`src/rtl/clock_time_ctrl.sv`:
```
// HH:MM:SS BCD timekeeper with a RUN/SET_HR/SET_MIN/SET_SEC mode sequencer.
// Optional field blinking is enabled by defining CLOCK_SET_BLINK_EN.
module clock_time_ctrl #(
  parameter int unsigned H24 = 1
) (
  input  logic       CP,
  input  logic       CR,
  input  logic       sec_tick,
  input  logic       blink_tick,
  input  logic       key_mode,
  input  logic       key_inc,
  output logic [3:0] hr_t,
  output logic [3:0] hr_o,
  output logic [3:0] mn_t,
  output logic [3:0] mn_o,
  output logic [3:0] sc_t,
  output logic [3:0] sc_o,
  output logic [1:0] mode,
  output logic       pm,
  output logic       chime,
  output logic [2:0] blank
);

  typedef enum logic [1:0] {
    StRun    = 2'd0,
    StSetHr  = 2'd1,
    StSetMin = 2'd2,
    StSetSec = 2'd3
  } mode_e;

  localparam logic [3:0] HrRstT = (H24 != 0) ? 4'd0 : 4'd1;
  localparam logic [3:0] HrRstO = (H24 != 0) ? 4'd0 : 4'd2;

  mode_e      r_mode, w_mode_nxt;
  logic [3:0] r_hr_t, r_hr_o, r_mn_t, r_mn_o, r_sc_t, r_sc_o;
  logic [3:0] w_hr_t_nxt, w_hr_o_nxt, w_mn_t_nxt, w_mn_o_nxt, w_sc_t_nxt, w_sc_o_nxt;
  logic       r_pm, w_pm_nxt;
  logic       r_chime, w_chime_nxt;
  logic [8:0] w_hr_inc;
  logic       w_set_inc;

  // Returns {tens, ones, pm} for the hour one step ahead.
  function automatic logic [8:0] hr_inc(input logic [3:0] t, input logic [3:0] o,
                                        input logic p);
    logic [8:0] r;
    r = {t, o + 4'd1, p};
    if (H24 != 0) begin
      if (t == 4'd2 && o == 4'd3)  r = {4'd0, 4'd0, p};
      else if (o == 4'd9)          r = {t + 4'd1, 4'd0, p};
    end else begin
      if (t == 4'd1 && o == 4'd2)      r = {4'd0, 4'd1, p};
      else if (t == 4'd1 && o == 4'd1) r = {4'd1, 4'd2, ~p};
      else if (o == 4'd9)              r = {4'd1, 4'd0, p};
    end
    return r;
  endfunction

  assign w_hr_inc  = hr_inc(r_hr_t, r_hr_o, r_pm);
  // A mode step in the same cycle swallows key_inc.
  assign w_set_inc = key_inc & ~key_mode;

  always_comb begin
    w_hr_t_nxt  = r_hr_t;
    w_hr_o_nxt  = r_hr_o;
    w_mn_t_nxt  = r_mn_t;
    w_mn_o_nxt  = r_mn_o;
    w_sc_t_nxt  = r_sc_t;
    w_sc_o_nxt  = r_sc_o;
    w_pm_nxt    = r_pm;
    w_mode_nxt  = r_mode;
    w_chime_nxt = 1'b0;
    unique case (r_mode)
      StRun: begin
        if (sec_tick) begin
          if (r_sc_o != 4'd9) begin
            w_sc_o_nxt = r_sc_o + 4'd1;
          end else begin
            w_sc_o_nxt = 4'd0;
            if (r_sc_t != 4'd5) begin
              w_sc_t_nxt = r_sc_t + 4'd1;
            end else begin
              w_sc_t_nxt = 4'd0;
              if (r_mn_o != 4'd9) begin
                w_mn_o_nxt = r_mn_o + 4'd1;
              end else begin
                w_mn_o_nxt = 4'd0;
                if (r_mn_t != 4'd5) begin
                  w_mn_t_nxt = r_mn_t + 4'd1;
                end else begin
                  w_mn_t_nxt = 4'd0;
                  {w_hr_t_nxt, w_hr_o_nxt, w_pm_nxt} = w_hr_inc;
                  w_chime_nxt = 1'b1;
                end
              end
            end
          end
        end
      end
      StSetHr: begin
        if (w_set_inc) {w_hr_t_nxt, w_hr_o_nxt, w_pm_nxt} = w_hr_inc;
      end
      StSetMin: begin
        if (w_set_inc) begin
          if (r_mn_o != 4'd9) begin
            w_mn_o_nxt = r_mn_o + 4'd1;
          end else begin
            w_mn_o_nxt = 4'd0;
            w_mn_t_nxt = (r_mn_t == 4'd5) ? 4'd0 : r_mn_t + 4'd1;
          end
        end
      end
      StSetSec: begin
        if (w_set_inc) begin
          w_sc_t_nxt = 4'd0;
          w_sc_o_nxt = 4'd0;
        end
      end
    endcase
    if (key_mode) begin
      unique case (r_mode)
        StRun:    w_mode_nxt = StSetHr;
        StSetHr:  w_mode_nxt = StSetMin;
        StSetMin: w_mode_nxt = StSetSec;
        StSetSec: w_mode_nxt = StRun;
      endcase
    end
  end

  always_ff @(posedge CP) begin
    if (CR) begin
      r_mode  <= StRun;
      r_hr_t  <= HrRstT;
      r_hr_o  <= HrRstO;
      r_mn_t  <= 4'd0;
      r_mn_o  <= 4'd0;
      r_sc_t  <= 4'd0;
      r_sc_o  <= 4'd0;
      r_pm    <= 1'b0;
      r_chime <= 1'b0;
    end else begin
      r_mode  <= w_mode_nxt;
      r_hr_t  <= w_hr_t_nxt;
      r_hr_o  <= w_hr_o_nxt;
      r_mn_t  <= w_mn_t_nxt;
      r_mn_o  <= w_mn_o_nxt;
      r_sc_t  <= w_sc_t_nxt;
      r_sc_o  <= w_sc_o_nxt;
      r_pm    <= w_pm_nxt;
      r_chime <= w_chime_nxt;
    end
  end

`ifdef CLOCK_SET_BLINK_EN
  logic       r_phase, w_phase_nxt;
  logic [2:0] r_blank, w_blank_nxt;

  always_comb begin
    w_phase_nxt = r_phase;
    if (key_mode || key_inc)                w_phase_nxt = 1'b0;
    else if (blink_tick && r_mode != StRun) w_phase_nxt = ~r_phase;
    w_blank_nxt = 3'b000;
    unique case (w_mode_nxt)
      StRun:    w_blank_nxt = 3'b000;
      StSetHr:  w_blank_nxt = {w_phase_nxt, 2'b00};
      StSetMin: w_blank_nxt = {1'b0, w_phase_nxt, 1'b0};
      StSetSec: w_blank_nxt = {2'b00, w_phase_nxt};
    endcase
  end

  always_ff @(posedge CP) begin
    if (CR) begin
      r_phase <= 1'b0;
      r_blank <= 3'b000;
    end else begin
      r_phase <= w_phase_nxt;
      r_blank <= w_blank_nxt;
    end
  end

  assign blank = r_blank;
`else
  logic w_unused_blink;
  assign w_unused_blink = blink_tick;
  assign blank          = 3'b000;
`endif

  assign hr_t  = r_hr_t;
  assign hr_o  = r_hr_o;
  assign mn_t  = r_mn_t;
  assign mn_o  = r_mn_o;
  assign sc_t  = r_sc_t;
  assign sc_o  = r_sc_o;
  assign mode  = r_mode;
  assign pm    = r_pm;
  assign chime = r_chime;

endmodule

```
`config.mk`:
```
export PLATFORM = sky130hd
export DESIGN_NAME = clock_time_ctrl
export DESIGN_NICKNAME = d
export VERILOG_FILES = /design/src/rtl/clock_time_ctrl.sv
export SDC_FILE = /design/constraint.sdc
export NUM_CORES = 1
export LEC_CHECK = 0
export CORE_MARGIN = 3
export CORE_UTILIZATION = 45
export CTS_CLUSTER_DIAMETER = 120
export DETAILED_ROUTE_END_ITERATION = 10
export PLACE_DENSITY = 0.83
export SLEW_MARGIN = 20
export SYNTH_ARGS = -nofsm -noshare
export SYNTH_HDL_FRONTEND = slang
export SYNTH_SLANG_ARGS = --single-unit
export TNS_END_PERCENT = 10
```
`constraint.sdc`:
```
create_clock -name CP -period 1.96 [get_ports CP]
set_clock_uncertainty 0.15 [all_clocks]
set_input_delay 0.49 -clock CP [delete_from_list [all_inputs] [get_ports CP]]
set_output_delay 0.49 -clock CP [all_outputs]
set_load 0.01 [all_outputs]
```
==> After elaboration in Yosys (flattened, before gate mapping) <==
Cells that the tools add are included.
W data, S select, Z words.
{ "totals": {"ff_bits": 28, "output_inout_bits": 31} }
{ "classes": {"add_sub_neg": 6, "n_eq_ne": 20, "mux": 48, "n_bitwise": 4, "n_reduce_logical": 11} }
{ "ops": {"columns": ["cell", "n"], "rows": [
  ["$mux W4", 31],
  ["$pmux W4 S2", 6],
  ["$add A4 B1 Y4 const B", 6],
  ["$mux W9", 2],
  ["$ne A2 B2 Y1 const B", 9],
  ["$reduce_and A7 Y1", 2],
  ["$eq A4 B2 Y1 const B", 2],
  ["$ne A4 B3 Y1 const B", 2],
  ["$ne A4 B4 Y1 const B", 2],
  ["$pmux W2 S4", 1],
  ["$mux W1", 7],
  ["$reduce_bool A2 Y1", 3],
  ["$reduce_or A6 Y1", 1],
  ["$reduce_and A5 Y1", 1],
  ["$eq A2 B2 Y1 const B", 2],
  ["$eq A4 B3 Y1 const B", 1],
  ["$eq A4 B4 Y1 const B", 1],
  ["$reduce_and A4 Y1", 1],
  ["$not A1 Y1", 3],
  ["$reduce_and A3 Y1", 1],
  ["$eq A2 B1 Y1 const B", 1],
  ["$logic_not A2 Y1", 1],
  ["$pmux W1 S2", 1],
  ["$and A1 B1 Y1", 1],
  ["$logic_and A1 B1 Y1", 1]
]} }

==> Depth between registers and ports, before layout <==
Gate-level depths: netlist (run 1).
{ "depth": {"depth_word": 9, "ltp_mapped": 8} }

==> Worst setup path after synthesis (run 1) <==
OpenSTA, ideal clock, no wires.
{ "synth_timing": {"kind": "register to register", "start": "register r_mode[0], in the netlist mode[0]", "end": "register r_hr_t[2], in the netlist hr_t[2]", "setup_ps": 121, "arrival_time_ps": 1831, "t_required_ps": 1689, "path_slack_ps": -142, "path_stages_with_launch": 9, "path_buffers": 2, "cell_sequence": "dfxtp_1 > inv_1 > ha_1 > buf_4 > a22oi_1 > nand2b_1 > buf_6 > nor3_1 > mux2_2"} }
{ "synth_between": {"elab_chain_len": 3, "word_cells_on_any_way": 11} }
{ "synth_rtl": {"columns": ["item", "line_no", "text"], "rows": [
  ["start, declared", "34", "mode_e r_mode, w_mode_nxt;"],
  ["start signal, assigned", "131", "r_mode <= StRun;"],
  ["start signal, assigned", "141", "r_mode <= w_mode_nxt;"],
  ["$eq A2 B1 Y1 / $logic_not A2 Y1 (equally long branches)", "72", "unique case (r_mode)"],
  ["$ne A2 B2 Y1 (no line) / $reduce_bool A2 Y1 (equally long branches)", null, null],
  ["$reduce_and A7 Y1 (no line)", null, null],
  ["end signal, assigned", "132", "r_hr_t <= HrRstT;"],
  ["end signal, assigned", "142", "r_hr_t <= w_hr_t_nxt;"],
  ["end, declared", "35", "logic [3:0] r_hr_t, r_hr_o, r_mn_t, r_mn_o, r_sc_t, r_sc_o;"]
]} }
Parallel ways exist; a longest one is shown, timed or not.
A chain may end at the register's enable or synchronous reset.

==> Worst setup path after layout (run 1) <==
{ "layout_timing": {"start": "register r_hr_o[1], in the netlist hr_o[1]", "end": "output port hr_o[1]"} }
{ "layout_rtl": {"columns": ["item", "line_no", "text"], "rows": [
  ["start, declared", "35", null],
  ["start signal, assigned", "133", "r_hr_o <= HrRstO;"],
  ["start signal, assigned", "143", "r_hr_o <= w_hr_o_nxt;"],
  ["end, declared", "13", "output logic [3:0] hr_o,"]
]} }
No word-level cell between the ends.

==> results.md, run 1 <==
Drt:
- Using the TritonRoute via totals, the vias-per-cell ratio works out to 5.06.
- For this run, design rule violations remaining after detail routing come to 0.
- The number of DRC markers in iteration 0 is 51.
- The count of TritonRoute iterations in the first routing pass is 4.
- The count of nets left with antenna violations once routing finished came out at 0.
- The routed via count is 1547.
- After detailed routing, the total wire length is 3.71 mm.
- In the final routed layout, each cell accounts on average for 12.1 um.

Power and ir drop:
- Power comes to 1.10 mW.
- The power density over the cells is 466 nW/um^2.
- The maximum vdd drop is 496 uV.
- Summed over all cells, the static leakage comes to 1.08 nW.

Critical path:
- The startpoint type of the worst setup path is a flip-flop.
- The cell with the largest stage delay on the worst path is sky130_fd_sc_hd__clkdlybuf4s50_1.
- The critical path in this run is classified as flip-flop to output port.
- STA classifies the critical path endpoint as an output port.
- Grouping stages by cell kind, the critical path spends the most delay in buffers and inverters.
- The signal on the critical path passes through clkdlybuf4s50_1.
- The maximum net fanout on the critical path is 5.
- In this design, the stage delay of the slowest critical-path cell is 0.56 ns.
- The count of buffer and inverter cells on the critical path is 1.
- At the worst endpoint, the required time is 1.32 ns.
- For the worst setup path, the data arrival time is 1.31 ns.

Synth:
- The synthesized area divided by synthesized cell count is 8.47 um^2.
- By area the synthesized netlist is led by sky130_fd_sc_hd__dfxtp_1 34%, sky130_fd_sc_hd__ha_1 12%, sky130_fd_sc_hd__a21oi_1 5.0%, sky130_fd_sc_hd__nor2_1 4.2%, sky130_fd_sc_hd__nand2_1 3.3%.
- In this run, synthesis produced a sequential element count of 27.
- The biggest area consumer among synthesized cells is sky130_fd_sc_hd__dfxtp_1.
- In this run the cell area of the synthesized design comes to 1590 um^2.
- The share of the synthesized area in the top cell type is 34.0%.
- Counting flops with an async set or reset pin after synthesis yields a share of 0%.
- Synthesis handed over a netlist of 188 instances.
- The number of warning messages in the yosys log is 0.
- Summing the sequential cell areas from Yosys gives 34.0% of the chip area.
- Among all flip-flop cells after synthesis, the most frequent one is sky130_fd_sc_hd__dfxtp_1.
- In this run, distinct cell masters in the synthesized netlist total 41.
- In this run, synthesis inferred 0 flip-flops with an integrated enable.

Place:
- The last weighted congestion value of the routability-driven placer is 0.810.
- The total of buffers placed on input and output ports is 31.
- The post-placement worst setup slack is -0.494 ns.
- The area after detailed placement is 2230 um^2.
- The total half-perimeter wirelength after legalization and detailed placement is 2.81 mm.

Timing:
- The smallest clock period supported by the final layout is computed as 1.95 ns.
- The final cycle utilization of the critical path is 99.6%.
- The hold violation total from the final report is 0.
- The achievable clock frequency is 0.512 GHz.
- Setup repair after global routing could not meet its margin everywhere.
- The final-layout worst hold slack is 0.346 ns.
- The setup slack after layout is 0.00750 ns.
- Setup violations remaining at the end of the flow were counted as 0.
- The number of slew-limit violations in the final report is 0.

Global route:
- After global routing the overflow that remains totals 0.
- The pin count of the biggest net entering global routing is 15.
- The first global-routing pass estimated 6.11 mm of wire.
- The all-layer global routing usage is 17.7%.
- The initial antenna violation count was 0.
- The number of global-route vias before repair is 1427.

Hold path:
- The type of the most critical hold path is flip-flop to flip-flop.

Cells and area:
- Across the whole layout, storage elements account for 562 um^2.
- Cells fill 73.8% of the core in the end.
- The layout has 264 filler cells.
- The synthesis-to-finish area growth is 48.6%.
- The antenna diode instance count is 0.
- For this run, the post-layout net count is 284.
- After routing the design area is 2360 um^2.
- The share of final-layout standard cells stronger than drive strength 1 is 33.6%.
- In the final layout, the multi-input gates occupy 1050 um^2.

Clocking:
- The TritonCTS sink count is 27.
- The deepest clock path buffer count is 2.
- The TritonCTS clock tree is yes.
- TritonCTS created 3 clock buffers.
- The clock-pin transition on the worst setup and hold timing paths is 0.14 ns.
- The root buffer cell chosen for the clock tree is sky130_fd_sc_hd__clkbuf_4.
- Clock latency on the worst-skew pair, taken at its later pin, is 0.33 ns.
- The total number of H-tree levels is 1.
- Hold repair after CTS inserted 0 buffers.

Floorplanning:
- The standard cell core area is 3200 um^2.
- 37 I/O pins were placed.
- The die is 65.5 um wide.
- The die covers 4290 um^2.
- The floorplan row count is 20.
- For this configuration, the core starts out at a cell density of 49.7%.
- The die height is 65.5 um.

Outcome:
- The run finished with clean final reports.

Job:
- The number of max-cap violations is 0.
[cell type report]
| cell class | instances | share of cell area, % |
|---|---|---|
| clock buffers | 4 | 1.11 |
| inverters | 11 | 1.75 |
| multi-input cells | 144 | 44.3 |
| flip-flops and latches | 27 | 23.8 |
| well taps | 44 | 2.33 |
| repair buffers | 76 | 26.8 |
[path summary, 6_finish.rpt]
| check | to | cells past startpoint | slack [ns] | from |
|---|---|---|---|---|
| min reg2reg | hr_t[3] | 2 | 0.35 | hr_t[3] |
| max reg2reg | hr_o[1] | 8 | 0.007 | sc_o[1] |
| max | hr_o[1] | 1 | 0.007 | hr_o[1] |
| min | hr_t[3] | 2 | 0.35 | hr_t[3] |
[logic make-up (layout without fill, tap and decap cells)]
kind of cell / Yosys count / in the layout / share of synthesized area, %
AO/OA/AOI/OAI: 36 / 36 / 13.4
buffers and inverters: 20 / 91 / 6.37
multiplexers: 7 / 7 / 4.56
other: 1 / 4 / 0.236
XOR/XNOR: 1 / 1 / 0.550
flip-flops: 27 / 27 / 34.0
adder cells (fa/ha/maj): 15 / 15 / 11.8
AND/OR/NAND/NOR: 81 / 81 / 29.1
[sequential cells by signal, summed over array words and instances (netlist names)]
signal and cells:
chime 1, hr_t 4, hr_o 4, mn_t 4
sc_o 4, mode 2, mn_o 4, sc_t 4
[synth_stat cells (2+ instances only)]
cell / count
sky130_fd_sc_hd__nor2b_1: 5
sky130_fd_sc_hd__a21oi_1: 16
sky130_fd_sc_hd__nand4_1: 3
sky130_fd_sc_hd__nand2b_1: 3
sky130_fd_sc_hd__nor3_1: 2
sky130_fd_sc_hd__inv_1: 11
sky130_fd_sc_hd__clkbuf_1: 3
sky130_fd_sc_hd__or3_1: 8
sky130_fd_sc_hd__nand2_1: 14
sky130_fd_sc_hd__nand3_1: 7
sky130_fd_sc_hd__or4_1: 4
sky130_fd_sc_hd__buf_4: 5
sky130_fd_sc_hd__mux2i_1: 5
sky130_fd_sc_hd__mux2_2: 2
sky130_fd_sc_hd__nor2_1: 18
sky130_fd_sc_hd__dfxtp_1: 27
sky130_fd_sc_hd__a31oi_1: 2
sky130_fd_sc_hd__and3b_1: 2
sky130_fd_sc_hd__nor3b_1: 2
sky130_fd_sc_hd__ha_1: 15
sky130_fd_sc_hd__o21ai_0: 8
sky130_fd_sc_hd__nand3b_1: 6
sky130_fd_sc_hd__a22oi_1: 2
[cell usage in the layout (no fill, tap or decap), types with 3 or more instances in the layout]
| cell | netlist | layout |
|---|---|---|
| sky130_fd_sc_hd__o21ai_0 | 8 | 8 |
| sky130_fd_sc_hd__a21oi_1 | 16 | 13 |
| sky130_fd_sc_hd__inv_2 | 0 | 3 |
| sky130_fd_sc_hd__nand4_1 | 3 | 3 |
| sky130_fd_sc_hd__nand3b_1 | 6 | 6 |
| sky130_fd_sc_hd__ha_2 | 0 | 3 |
| sky130_fd_sc_hd__or4_1 | 4 | 4 |
| sky130_fd_sc_hd__buf_4 | 5 | 44 |
| sky130_fd_sc_hd__mux2i_1 | 5 | 5 |
| sky130_fd_sc_hd__clkdlybuf4s50_1 | 0 | 10 |
| sky130_fd_sc_hd__inv_1 | 11 | 8 |
| sky130_fd_sc_hd__a21oi_2 | 1 | 3 |
| sky130_fd_sc_hd__or3_1 | 8 | 7 |
| sky130_fd_sc_hd__clkbuf_4 | 0 | 3 |
| sky130_fd_sc_hd__ha_1 | 15 | 10 |
| sky130_fd_sc_hd__conb_1 | 1 | 4 |
| sky130_fd_sc_hd__nand3_1 | 7 | 7 |
| sky130_fd_sc_hd__nand2_1 | 14 | 14 |
| sky130_fd_sc_hd__nor2b_1 | 5 | 4 |
| sky130_fd_sc_hd__dfxtp_2 | 0 | 14 |
| sky130_fd_sc_hd__dfxtp_1 | 27 | 12 |
| sky130_fd_sc_hd__dlygate4sd2_1 | 0 | 19 |
| sky130_fd_sc_hd__nor2_1 | 18 | 18 |
[through the flow]
step                 TNS, ns  instances
floorplan           -0.00144        191
global placement       -7.24        298
detailed placement     -7.79        298
CTS                  -0.0614        304
global route          -0.918        306
finish                     0        306
[layer usage]
| layer | track usage [%] | share of wire, % | vias up |
|---|---|---|---|
| li1 | - | - | 802 |
| met1 | 23.2 | 46 | 707 |
| met2 | 30.1 | 49 | 32 |
| met3 | 3.08 | 3.9 | 6 |
| met4 | 4.40 | 1.4 | 0 |
| met5 | 0 | 0 | - |
[worst min-delay path, stage by stage (launching register included)]
cell	delay (ns)
sky130_fd_sc_hd__dfxtp_2	0.36
sky130_fd_sc_hd__o31ai_1	0.06
sky130_fd_sc_hd__a21oi_1	0.05
[power breakdown]
group / internal (mW) / leakage (nW) / switching (mW)
sequential: 0.565 / 0.226 / 0.0110
combinational: 0.146 / 0.840 / 0.137
clock: 0.0799 / 0.0150 / 0.164
[timing repair]
item,CTS,global route
gates resized for setup,30,25
setup endpoints to repair,39,28
pin swaps,6,10
cloned,0,0
hold endpoints to repair,0,0
buffers inserted,2,2
(Power assumes the default switching activity.)
==> inputs of run 2 (changes only) <==
Settings changed: CORE_UTILIZATION 45 to 47, CTS_CLUSTER_DIAMETER 120 to 100.
Clock period 1.96 ns to 2.1 ns, I/O delays scaled along.
==> run 2 against run 1 <==
Effect of this change: core utilization fell by 2.9 points; hold slack improved by 0.040 ns; design area fell by 5.5%; count of clock-buffer cells in the layout did not move; largest power group unchanged.
==> results.md, run 2 (synthesized netlist as in run 1, its figures left out) <==
Drt:
- The number of vias per cell after detailed routing is 5.27.
- The wire length after detailed routing is 3.68 mm.
- Before antenna repair, the detailed router went through 4 iterations.
- The routed via count is 1540.
- In this run, the number of DRC markers left after iteration 0 of detailed routing was 65.
- The DRC violation count after routing is 0.
- The average wire per standard cell is 12.6 um.
- The number of nets with antenna violations after detailed routing is 0.

Critical path:
- The maximum net fanout on the critical path is 4.
- The signal on the critical path passes through clkdlybuf4s50_1, nand2b_4, a21oi_2, buf_4, nand4_1, nor2_1, mux2_2.
- The cell with the largest stage delay on the worst path is sky130_fd_sc_hd__clkdlybuf4s50_1.
- The critical setup path kind is input pin to flip-flop.
- In this design, the stage delay of the slowest critical-path cell is 0.55 ns.
- STA classifies the critical path startpoint as an input pin.
- The worst setup path is captured at a flip-flop.
- At the worst endpoint, the required time is 2.18 ns.
- The data arrival time of the critical path is 2.13 ns.

Floorplanning:
- The die covers 4120 um^2.
- The standard cell core area is 3150 um^2.
- 37 I/O pins were placed.
- In this run the horizontal extent of the chip is 64.2 um.
- The die height is 64.2 um.
- The effective utilization at floorplan is 50.5%.
- The floorplan row count is 20.

Clocking:
- The cell sitting at the root of the clock tree is a sky130_fd_sc_hd__clkbuf_4.
- TritonCTS built the clock tree.
- For the worst-skew pair, the clock arrives at the later sink with an insertion delay of 0.32 ns.
- Clock-pin slew was measured on the worst setup and hold paths at 0.14 ns.
- The number of buffers inserted during clock tree synthesis is 3.
- The tree built by TritonCTS fans out to 27 sinks.
- The total number of H-tree levels is 1.
- The deepest clock path buffer count is 2.
- The total of hold buffers inserted after clock tree synthesis is 0.

Hold path:
- The type of the most critical hold path is flip-flop to flip-flop.

Cells and area:
- The count of fill cells added during filler insertion is 244.
- The top cell types in the final layout, fill and taps aside, are 30 x sky130_fd_sc_hd__clkdlybuf4s50_1, 30 x sky130_fd_sc_hd__buf_4, 24 x sky130_fd_sc_hd__dfxtp_1.
- In the final design database the tool counted 270 nets.
- The multi-input combinational cells in the finished layout cover a total of 1020 um^2.
- The share of final-layout standard cells stronger than drive strength 1 is 22.6%.
- 0 antenna diodes ended up in the layout.
- The synthesis-to-finish area growth is 40.5%.
- The sequential cells in the finished layout cover a total of 547 um^2.

Power and ir drop:
- The maximum vdd drop is 502 uV.
- Power spread over the standard cell area amounts to 452 nW/um^2.
- The standby leakage power is 0.900 nW.

Place:
- Summed over all nets, the half-perimeter wirelength after detailed placement is 2.71 mm.
- The last weighted congestion value of the routability-driven placer is 0.819.
- Buffers placed on the I/O ports in this run total 31.

Global route:
- Entering global routing, the biggest net connects 15 pins.
- The first-pass GRT wire length is 6.00 mm.
- After global routing the overflow that remains totals 0.
- The initial antenna violation count is 0.
- The number of global-route vias before repair is 1433.
- Global routing consumed, over all layers together, 17.4% of the routing resources.

Timing:
- After layout, the minimum clock period comes to 2.05 ns.
- The hold violation total from the final report is 0.
- In the final timing run, aggregate negative setup slack is 0 ns.
- The final-layout worst hold slack is 0.386 ns.
- The number of slew-limit violations in the final report is 0.
- The final number of setup-violating endpoints is 0.
- Static timing analysis puts the maximum clock frequency at 0.488 GHz.
- Setup repair after global routing could not meet its margin everywhere.
- The final critical path takes up 97.5% of the cycle.

Outcome:
- The flow ran to the end, and the final reports show no timing, DRC or antenna violations.

Job:
- The number of max-cap violations is 0.
[run 2: cell count changes in the layout (fill, tap and decap cells not counted), sizes merged]
cell,previous run,this run
buf,45,31
clkdlybuf4s50,10,30
dlygate4sd2,19,0
dlymetal6s2s,2,1
[run 2: where the power goes]
part	switching (mW)	internal [mW]	total (mW)
clock network	0.153	0.0745	0.228
registers	0.0104	0.527	0.538
logic	0.119	0.126	0.245
total	0.283	0.728	1.01
[run 2: layout make-up]
cell class | instances | share of cell area (%)
Clock buffer | 4 | 1.18
Inverter | 11 | 1.85
Multi-Input combinational cell | 144 | 45.5
Sequential cell | 27 | 24.5
Tap cell | 44 | 2.46
Timing Repair Buffer | 62 | 24.6
[run 2: layer usage]
metal,track usage (%),share of wire (%),vias up
met5,0,0,-
met4,3.96,0.79,0
met3,3.87,3.9,4
met2,31.5,52,37
met1,20.8,43,721
li1,-,-,778
[run 2: final timing paths]
| path | to | slack (ns) | startpoint | cells after the start |
|---|---|---|---|---|
| worst max-delay path | mn_o[2] | 0.05 | key_inc | 7 |
| worst min-delay path | hr_o[1] | 0.39 | hr_o[1] | 2 |
| worst max register to register | hr_t[3] | 0.07 | mn_t[1] | 7 |
| worst min register to register | hr_o[1] | 0.39 | hr_o[1] | 2 |
[run 2: worst max-delay path: cells and delay by family]
family	cells	cell delay, ns
muxes	1	0.34
and+or+nand+nor	3	0.43
buffers and inverters	2	0.68
AOI/OAI and AO/OA	1	0.16
[run 2: what timing repair did]
item	in CTS	in global routing
gates resized for setup	4	15
pin swaps	2	7
hold endpoints to repair	0	0
setup endpoints to repair	7	15
setup buffers	2	3
[run 2: through the flow]
step | instances | power, mW | area, um^2 | utilization [%] | setup slack [ns]
finish | 292 | 1.01 | 2240 | 70.9 | 0.0521
global route | 292 | 1.06 | 2240 | 70.9 | -0.0306
CTS | 289 | 1.00 | 2160 | 68.4 | 0.0102
detailed placement | 283 | 0.774 | 2100 | 66.7 | -0.434
global placement | 283 | 0.766 | 2100 | 66.7 | -0.412
floorplan | 191 | 0.672 | 1600 | - | 0.0242
==> inputs of run 3 (changes only) <==
Settings changed: MAX_ROUTING_LAYER set to met4.
==> run 3 against run 2 <==
Effect of this change: core utilization unchanged; die area did not move; count of clock-buffer cells in the layout unchanged; clock power is essentially flat; cell count unchanged; first-iteration DRC count increased by 14%; maximum frequency decreased by 0.24%; setup slack got worse by 0.0050 ns; global-route usage up 0.47 points; sequential power about the same; largest cell class unchanged.
==> results.md, run 3 (synthesized netlist as in run 1, its figures left out) <==
Outcome:
- The flow ran to the end, and the final reports show no timing, DRC or antenna violations.

Timing:
- The final number of setup-violating endpoints is 0.
- The achievable clock frequency is 0.487 GHz.
- Of the available clock period, the critical path in the final layout requires 97.8%.
- The hold violation total from the final report is 0.
- Setup repair after global routing could not meet its margin everywhere.
- The number of slew-limit violations in the final report is 0.
- The smallest clock period supported by the final layout is computed as 2.05 ns.
- Across all hold checks on the routed design, the worst slack comes to 0.386 ns.

Critical path:
- Along the worst path, the maximum fanout reaches 4.
- The startpoint of the lowest-slack register-to-register path is mn_t[1].
- Counting cells, the worst reg-to-reg path comes to 7.
- The worst-case register-to-register setup slack is 0.07 ns.
- The worst path required time is 2.18 ns.
- The endpoint identified for the worst register-to-register timing path is hr_t[3].
- The kind of capture point of the worst setup path is a flip-flop.
- The data arrival time of the critical path is 2.14 ns.
- STA classifies the critical path startpoint as an input pin.
- The critical setup path kind is input pin to flip-flop.

Cells and area:
- The count of fill cells added during filler insertion is 244.
- The register cell area after layout is 547 um^2.
- 0 antenna diodes ended up in the layout.
- The area of combinational cells with multiple inputs is 1020 um^2.
- The number of nets in the finished design is 270.
- The library cells used most frequently in the layout, excluding fill and tap cells, are 30 x sky130_fd_sc_hd__clkdlybuf4s50_1, 30 x sky130_fd_sc_hd__buf_4, 24 x sky130_fd_sc_hd__dfxtp_1.
- The share of final-layout standard cells stronger than drive strength 1 is 22.6%.
- The synthesis-to-finish area growth is 40.5%.
- The core utilization of the finished layout is 70.9%.

Drt:
- After detailed routing, the number of remaining DRC violations is 0.
- The final route contains 1545 vias.
- The number of nets with antenna violations after detailed routing is 0.
- In the final routed layout, each cell accounts on average for 12.6 um.
- The count of TritonRoute iterations in the first routing pass is 4.
- In the routed layout, each cell is associated on average with a via count of 5.29.
- The detailed router finished its first iteration with 74 violations.
- After detailed routing, the total wire length is 3.67 mm.

Clocking:
- Clock-pin slew was measured on the worst setup and hold paths at 0.14 ns.
- TritonCTS built the clock tree.
- The TritonCTS sink count is 27.
- CTS placed an instance of sky130_fd_sc_hd__clkbuf_4 at the clock tree root.
- The deepest clock path buffer count is 2.
- The later-pin clock latency in the skew report is 0.32 ns.
- The total number of H-tree levels is 1.
- TritonCTS created 3 clock buffers.

Power and ir drop:
- Power spread over the standard cell area amounts to 452 nW/um^2.
- VDD sags by at most 502 uV.
- The standby leakage power is 0.900 nW.

Floorplanning:
- The standard cell core area is 3150 um^2.
- For this design the top-level I/O count stands at 37.
- The die area is 4120 um^2.
- The initial utilization of the core area, before any placement, comes to 50.5%.
- The die height is 64.2 um.
- The floorplan die width is 64.2 um.
- The floorplan row count is 20.

Place:
- The total half-perimeter wirelength after legalization and detailed placement is 2.71 mm.
- The congestion estimate from routability-driven global placement came to 0.831.
- Buffers placed on the I/O ports in this run total 31.

Job:
- Across the run, the number of max-cap violations was 0.

Global route:
- The first-pass GRT wire length is 6.00 mm.
- Entering global routing, the biggest net connects 15 pins.
- Global routing finished with a remaining overflow of 0.
- Global routing used 17.9% of the available tracks across all layers.
- The number of global-route vias before repair is 1432.
- The initial antenna violation count came to 0.

Hold path:
- Along the worst hold path, the cell count comes to 2.
- The end point of the worst hold path is hr_o[1].
- The tightest min-delay check is of the flip-flop to flip-flop type.
- The launch instance of the worst min-delay path is hr_o[1].
## run 3: cell counts in the layout (fill, tap and decap cells not counted)
Identical to the previous run, type by type.
## run 3: cell type report
cell class | count | area share, %
clock buffer | 4 | 1.18
sequential | 27 | 24.5
timing repair buffer | 62 | 24.6
inverter | 11 | 1.85
tap | 44 | 2.46
multi-input combinational | 144 | 45.5
## run 3: repair_timing
action,in CTS,in global routing
resized for setup,4,15
pin swaps,2,7
setup buffers,2,3
cloned,0,0
hold buffers,0,0
endpoints found under the setup margin,7,15
## run 3: how the worst max path moves through the flow
stage,start,end,slack [ns],cells after the start
3_5_place_dp,sec_tick,hr_o[3],-0.43,7
6_report,key_inc,mn_o[2],0.05,7
3_3_place_gp,sec_tick,hr_o[3],-0.41,7
2_1_floorplan,mode[1],hr_t[2],0.02,8
4_1_cts,sec_tick,hr_o[3],0.01,7
5_1_grt,mn_t[1],hr_t[3],-0.03,7
## run 3: per-layer routing
| metal | up-vias | part of all wire [%] | track usage (%) |
|---|---|---|---|
| li1 | 778 | - | - |
| met1 | 724 | 43 | 21.0 |
| met2 | 39 | 52 | 31.5 |
| met3 | 4 | 3.8 | 3.51 |
| met4 | 0 | 0.79 | 3.96 |
| met5 | - | 0 | - |
## run 3: power breakdown
part	leakage (nW)	internal, mW	switching, mW
Sequential	0.220	0.527	0.0104
Combinational	0.665	0.126	0.119
Clock	0.0150	0.0745	0.153
Total	0.900	0.728	0.283
## run 3: critical path, stage by stage
cell and delay, ns:
sky130_fd_sc_hd__clkdlybuf4s50_1 0.55, sky130_fd_sc_hd__nand2b_4 0.09, sky130_fd_sc_hd__a21oi_2 0.16, sky130_fd_sc_hd__buf_4 0.13, sky130_fd_sc_hd__nand4_1 0.19, sky130_fd_sc_hd__nor2_1 0.16, sky130_fd_sc_hd__mux2_2 0.34
## run 3: through the flow
step	instance area (um^2)	TNS (ns)	power, mW	cells	worst slack (ns)
final	2240	0	1.01	292	0.0472
after global routing	2240	-0.128	1.06	292	-0.0306
after CTS	2160	0	1.00	289	0.0102
after detailed placement	2100	-5.27	0.774	283	-0.434
after global placement	2100	-4.85	0.766	283	-0.412
after floorplan	1600	0	0.672	191	0.0242
